--- src/rtl/ltc_serial_pkg.sv ---
// Shared definitions for the LTC serial link: line-state encoding,
// bit-period derivation and frame-length constants.
package ltc_serial_pkg;

    typedef enum logic [2:0] {
        ST_IDLE,
        ST_START,
        ST_DATA,
        ST_STOP,
        ST_GAP
    } serial_state_e;

    localparam int unsigned DATA_BITS  = 8;
    localparam int unsigned FRAME_BITS = 10;  // start + 8 data + stop

    function automatic int unsigned calc_div(input int unsigned clk_hz,
                                             input int unsigned baud);
        return clk_hz / baud;
    endfunction

    function automatic int unsigned frame_cycles(input int unsigned div,
                                                 input int unsigned gap_bits);
        return (FRAME_BITS + gap_bits) * div;
    endfunction

    function automatic int unsigned packet_cycles(input int unsigned div,
                                                  input int unsigned gap_bits,
                                                  input int unsigned nbytes);
        return nbytes * frame_cycles(div, gap_bits);
    endfunction

endpackage

--- src/rtl/work_serial_sender_timer.sv ---
// Bit-period timer: counts 0..DIV-1 while run is high and flags the last
// cycle of each bit period; held at zero when idle.
module uart_bit_timer #(
    parameter int unsigned DIV = 8
) (
    input  logic clk,
    input  logic reset,
    input  logic run,
    output logic tick
);

    localparam int unsigned CW = (DIV > 1) ? $clog2(DIV) : 1;

    logic [CW-1:0] count;

    always_ff @(posedge clk) begin
        if (reset || !run) begin
            count <= '0;
        end else if (count == CW'(DIV - 1)) begin
            count <= '0;
        end else begin
            count <= count + CW'(1);
        end
    end

    assign tick = run && (count == CW'(DIV - 1));

endmodule

--- src/rtl/work_serial_sender.sv ---
// Serialises a latched work packet onto an 8N1 UART line, one byte per
// frame, with optional idle-high gap bits after every stop bit.
module work_serial_sender
    import ltc_serial_pkg::*;
#(
    parameter int unsigned COMM_CLK_FREQUENCY = 1_000_000,
    parameter int unsigned BAUD_RATE          = 115_200,
    parameter int unsigned PAYLOAD_BYTES      = 84,
    parameter int unsigned BYTE_ORDER         = 0,
    parameter int unsigned GAP_BITS           = 0
) (
    input  logic                       clk,
    input  logic                       reset,
    input  logic [8*PAYLOAD_BYTES-1:0] payload,
    input  logic                       send,
    output logic                       ready,
    output logic                       TxD,
    output logic [7:0]                 byte_idx,
    output logic                       done
);

    localparam int unsigned DIV = calc_div(COMM_CLK_FREQUENCY, BAUD_RATE);
    localparam int unsigned PW  = 8 * PAYLOAD_BYTES;
    localparam int unsigned GW  = (GAP_BITS > 1) ? $clog2(GAP_BITS) : 1;

    serial_state_e state, state_n;
    logic [PW-1:0] shreg, shreg_n;
    logic [7:0]    cur, cur_n;
    logic [2:0]    bit_cnt, bit_cnt_n;
    logic [7:0]    byte_cnt, byte_cnt_n;
    logic [GW-1:0] gap_cnt, gap_cnt_n;
    logic          done_n;
    logic          frame_end;
    logic          tick;

    uart_bit_timer #(
        .DIV(DIV)
    ) u_timer (
        .clk  (clk),
        .reset(reset),
        .run  (state != ST_IDLE),
        .tick (tick)
    );

    always_ff @(posedge clk) begin
        if (reset) begin
            state    <= ST_IDLE;
            shreg    <= '0;
            cur      <= '0;
            bit_cnt  <= '0;
            byte_cnt <= '0;
            gap_cnt  <= '0;
            done     <= 1'b0;
        end else begin
            state    <= state_n;
            shreg    <= shreg_n;
            cur      <= cur_n;
            bit_cnt  <= bit_cnt_n;
            byte_cnt <= byte_cnt_n;
            gap_cnt  <= gap_cnt_n;
            done     <= done_n;
        end
    end

    always_comb begin
        state_n    = state;
        shreg_n    = shreg;
        cur_n      = cur;
        bit_cnt_n  = bit_cnt;
        byte_cnt_n = byte_cnt;
        gap_cnt_n  = gap_cnt;
        done_n     = 1'b0;
        frame_end  = 1'b0;

        case (state)
            ST_IDLE: begin
                if (send) begin
                    shreg_n    = payload;
                    byte_cnt_n = '0;
                    bit_cnt_n  = '0;
                    state_n    = ST_START;
                end
            end
            ST_START: begin
                // Byte is pulled off the packet at the end of the start bit.
                if (tick) begin
                    if (BYTE_ORDER != 0) begin
                        cur_n   = shreg[7:0];
                        shreg_n = shreg >> 8;
                    end else begin
                        cur_n   = shreg[PW-1 -: 8];
                        shreg_n = shreg << 8;
                    end
                    bit_cnt_n = '0;
                    state_n   = ST_DATA;
                end
            end
            ST_DATA: begin
                if (tick) begin
                    cur_n = cur >> 1;
                    if (bit_cnt == 3'(DATA_BITS - 1)) begin
                        bit_cnt_n = '0;
                        state_n   = ST_STOP;
                    end else begin
                        bit_cnt_n = bit_cnt + 3'd1;
                    end
                end
            end
            ST_STOP: begin
                if (tick) begin
                    if (GAP_BITS > 0) begin
                        gap_cnt_n = '0;
                        state_n   = ST_GAP;
                    end else begin
                        frame_end = 1'b1;
                    end
                end
            end
            ST_GAP: begin
                if (tick) begin
                    if (gap_cnt == GW'(GAP_BITS - 1)) begin
                        frame_end = 1'b1;
                    end else begin
                        gap_cnt_n = gap_cnt + GW'(1);
                    end
                end
            end
            default: state_n = ST_IDLE;
        endcase

        if (frame_end) begin
            if (byte_cnt == 8'(PAYLOAD_BYTES - 1)) begin
                byte_cnt_n = '0;
                done_n     = 1'b1;
                state_n    = ST_IDLE;
            end else begin
                byte_cnt_n = byte_cnt + 8'd1;
                state_n    = ST_START;
            end
        end
    end

    always_comb begin
        TxD = 1'b1;
        case (state)
            ST_START: TxD = 1'b0;
            ST_DATA:  TxD = cur[0];
            default:  TxD = 1'b1;
        endcase
    end

    assign ready    = (state == ST_IDLE);
    assign byte_idx = byte_cnt;

endmodule
--- config.mk ---
export PLATFORM = sky130hd
export DESIGN_NAME = work_serial_sender
export DESIGN_NICKNAME = d
export VERILOG_FILES = /design/src/rtl/ltc_serial_pkg.sv /design/src/rtl/work_serial_sender_timer.sv /design/src/rtl/work_serial_sender.sv
export SDC_FILE = /design/constraint.sdc
export NUM_CORES = 2
export LEC_CHECK = 0
export ABC_AREA = 1
export CAP_MARGIN = 10
export CORE_AREA = 5 5 262 264
export CTS_CLUSTER_SIZE = 40
export DETAILED_ROUTE_END_ITERATION = 8
export DIE_AREA = 0 0 267 269
export GPL_TIMING_DRIVEN = 0
export PLACE_DENSITY_LB_ADDON = 0.25
export SYNTH_ARGS = -nofsm -noshare
export SYNTH_HDL_FRONTEND = slang
export SYNTH_HIERARCHICAL = 1
export SYNTH_SLANG_ARGS = --single-unit
--- constraint.sdc ---
create_clock -name clk -period 2.47 [get_ports clk]
set_clock_uncertainty 0.15 [all_clocks]
set_input_delay 0.494 -clock clk [delete_from_list [all_inputs] [get_ports clk]]
set_output_delay 0.494 -clock clk [all_outputs]
set_load 0.01 [all_outputs]
==> out/metrics.cfg <==
[global_route]
globalRouteOverflowTotal = 0
grt_use_total_pct = 27.7
antenna_found_initial = 33
grt_first_pass_wirelength_um = 161000
grt_max_degree = 16
grt_pass1_vias = 29800

[clocking]
tritoncts = yes
clock_latency_ns = 0.61
cts_root_buf = clkbuf_16
htreeDepth = 3
clock-sinks = 697
cts_made_buffers = 71
cts.clk_slew.worst_paths_ns = 0.06
clk_path_buf_depth = 3

[critical_path]
rrSetupSlack_ns = 0.14
slowest_stage = dfxtp_4
r2r_cells = 15
cp_max_fo = 7
r2r-end = shreg[445]
endpoint_kind = primary output
required_ns = 1.83
path_cells = inv_2 > ha_4 > buf_12 > inv_16 > nand2_2 > nand2_1 > buf_6
critPathBufInv = 4
start_kind = flop
slowest_delay_ns = 0.37
cpLargestDelayFamily = buffers and inverters
worstPathArrival_ns = 1.75
crit_type = reg2out
r2r-start = state[0]

[floorplan]
initial_core_util_pct = 43.8
rows = 95
ios = 686
dieArea_um2 = 71800
coreArea_um2 = 66300
die_h_um = 269
die_x_um = 267

[power]
ir_drop_v = 0.000667
clockPowerShare_pct = 20.5
p_total_w = 0.0535
switchingPower_w = 0.0217
power_frac_seq_pct = 37.3
comb_power_share_pct = 42.1
power_density_nw_per_um2 = 1340
p_leak_nw = 15.3
switching_share_pct = 40.5
p_int_w = 0.0318

[synthesis]
yosysUniqueCellTypes = 22
synth_edf_count = 0
netlist_area_um2 = 29100
ys_warn_count = 6
synth_seq_area_share_pct = 48.0
ys_ff_latch = 697
yosysTopAreaCell = dfxtp_1
async_reset_ff_share_pct = 0
syn_inst = 3912
synth_area_leaders = dfxtp_1 48%, nand2_1 18%, a31oi_1 14%, o21ai_0 6.5%, o21ai_1 5.2%
ys_top_cells_by_count = 1391 x nand2_1, 697 x dfxtp_1, 671 x a31oi_1
synth_area_per_cell_um2 = 7.43
ys.flop_type = dfxtp_1
syn_nets = 4597
yosysTopAreaCellShare_pct = 48.0
yosysMostFrequentCell = nand2_1

[drt]
ant_nets = 0
via_count = 31300
vias_per_cell = 5.56
firstDrtPassIters = 6
wirelength_um = 107000
drtIter0Drc = 2850
drc = 0
routedWlPerCell_um = 19.0

[placed_design]
gp_congestion = 0.953
dp_hpwl_um = 81300
place_area_um2 = 37000
numPortBuffers = 685

[min_path]
whs_endpoint = u_timer/count[0]
hold_path_depth = 1
min_path_type = reg2reg
min-delay-start = u_timer/count[0]

[timing]
setup_viol = 0
period_minus_slack_ns = 2.40
worst_hold_slack_ns = 0.269
hold_viol_final = 0
drv_slew = 0
slew_headroom_pct = 56.3
post-route-period-util_pct = 97.0
worstMarginPinSlew_ns = 0.655
fmax_mhz = 417

[finish]
syn_to_final_growth_pct = 37.1
final_layout_size_suffix_gt1_share_pct = 6.33
finish.utilization_pct = 60.1
fin_nets = 5361
final.fill_count = 6057
fin_area_um2 = 39900

[status]
status = completed

[run]
maxCapViolCount = 0

[worst register-to-register path: cells and delay by family (launching register included)]
family	cells	cell delay [ns]
buf+inv	8	0.91
flops	1	0.38
simple gates	4	0.34
compound gates	2	0.27
fa+ha+maj	1	0.18
[registers in the layout, summed over array words and instances, names as in the netlist]
| signal | flops |
|---|---|
| cur | 8 |
| byte_idx | 8 |
| state | 2 |
| u_timer/count | 3 |
| done | 1 |
| shreg | 672 |
| bit_cnt | 3 |
[how the worst max path moves through the flow]
stage	from	end	slack, ns	cells after the start
6_report	state[1]	TxD	0.07	7
4_1_cts	state[0]	shreg[445]	-0.04	15
3_5_place_dp	reset	shreg[9]	-0.44	8
5_1_grt	state[0]	shreg[453]	-0.03	15
3_3_place_gp	reset	shreg[8]	-0.43	8
2_1_floorplan	state[0]	shreg[530]	0.40	14
[cell families after synthesis]
logic type	synth area share (%)
compound gates	26.5
xor+xnor	0.0301
fa+ha+maj	0.430
buf+inv	6.42
flops	48.0
simple gates	18.6
[power groups by stage]
stage / Clock, W / Combinational [W] / Sequential (W)
global route: 0.0116 / 0.0251 / 0.0205
detailed placement: 0 / 0.0211 / 0.0199
floorplan: 0 / 0.0150 / 0.0190
CTS: 0.0111 / 0.0219 / 0.0198
global placement: 0 / 0.0208 / 0.0199
finish: 0.0110 / 0.0225 / 0.0200
[cells in the final DEF, fill, tap and decap left out, drive strengths merged]
| cell | synthesis | routed |
|---|---|---|
| nand2 | 1391 | 1391 |
| dfxtp | 697 | 697 |
| clkdlybuf4s50 | 0 | 683 |
| o21ai | 679 | 679 |
| a31oi | 671 | 671 |
| clkbuf | 239 | 348 |
| buf | 137 | 135 |
| inv | 27 | 28 |
| diode | 0 | 22 |
| nand3 | 21 | 21 |
| a21oi | 20 | 20 |
| nor2 | 13 | 13 |
| clkinv | 0 | 13 |
| ha | 10 | 10 |
| bufinv | 0 | 5 |
| clkinvlp | 0 | 4 |
| nand4 | 3 | 3 |
| nor3 | 2 | 2 |
| o21bai | 1 | 1 |
| xor2 | 1 | 1 |
| dlygate4sd2 | 0 | 1 |
[area by class of cell]
type	instances	area (µm²)	share of cell area [%]
sequential	697	14000	35.0
tap	873	1090	2.74
clock buffer	100	2090	5.24
antenna	22	55.1	0.138
timing repair buffer	691	6950	17.4
buffer	376	2050	5.14
multi-input combinational	2812	13300	33.3
clock inverter	23	277	0.693
inverter	27	118	0.295
[repair_timing]
action | 4_1_cts | 5_1_grt
hold buffers | 0 | 0
buffers inserted | 1 | 3
endpoints found under the hold margin | 0 | 0
setup endpoints to repair | 674 | 674
pin swaps | 1 | 0
cloned | 0 | 2
gates resized for setup | 104 | 45
[metal layers]
metal / part of all wire (%) / GRT usage, % / vias up
met3: 7.1 / 5.38 / 268
met5: 0.14 / 0 / -
met1: 41 / 35.3 / 14500
li1: - / - / 15200
met2: 47 / 45.5 / 1272
met4: 4.6 / 13.1 / 22
[stage by stage]
step                setup slack [ns]  instances  TNS (ns)
floorplan                      0.396       3912         0
global placement              -0.428       5470   -181.38
detailed placement            -0.439       5470   -188.35
CTS                          -0.0436       5594    -0.148
global route                 -0.0321       5618    -0.461
finish                        0.0745       5621         0
Power figures use the tool's default switching activity.
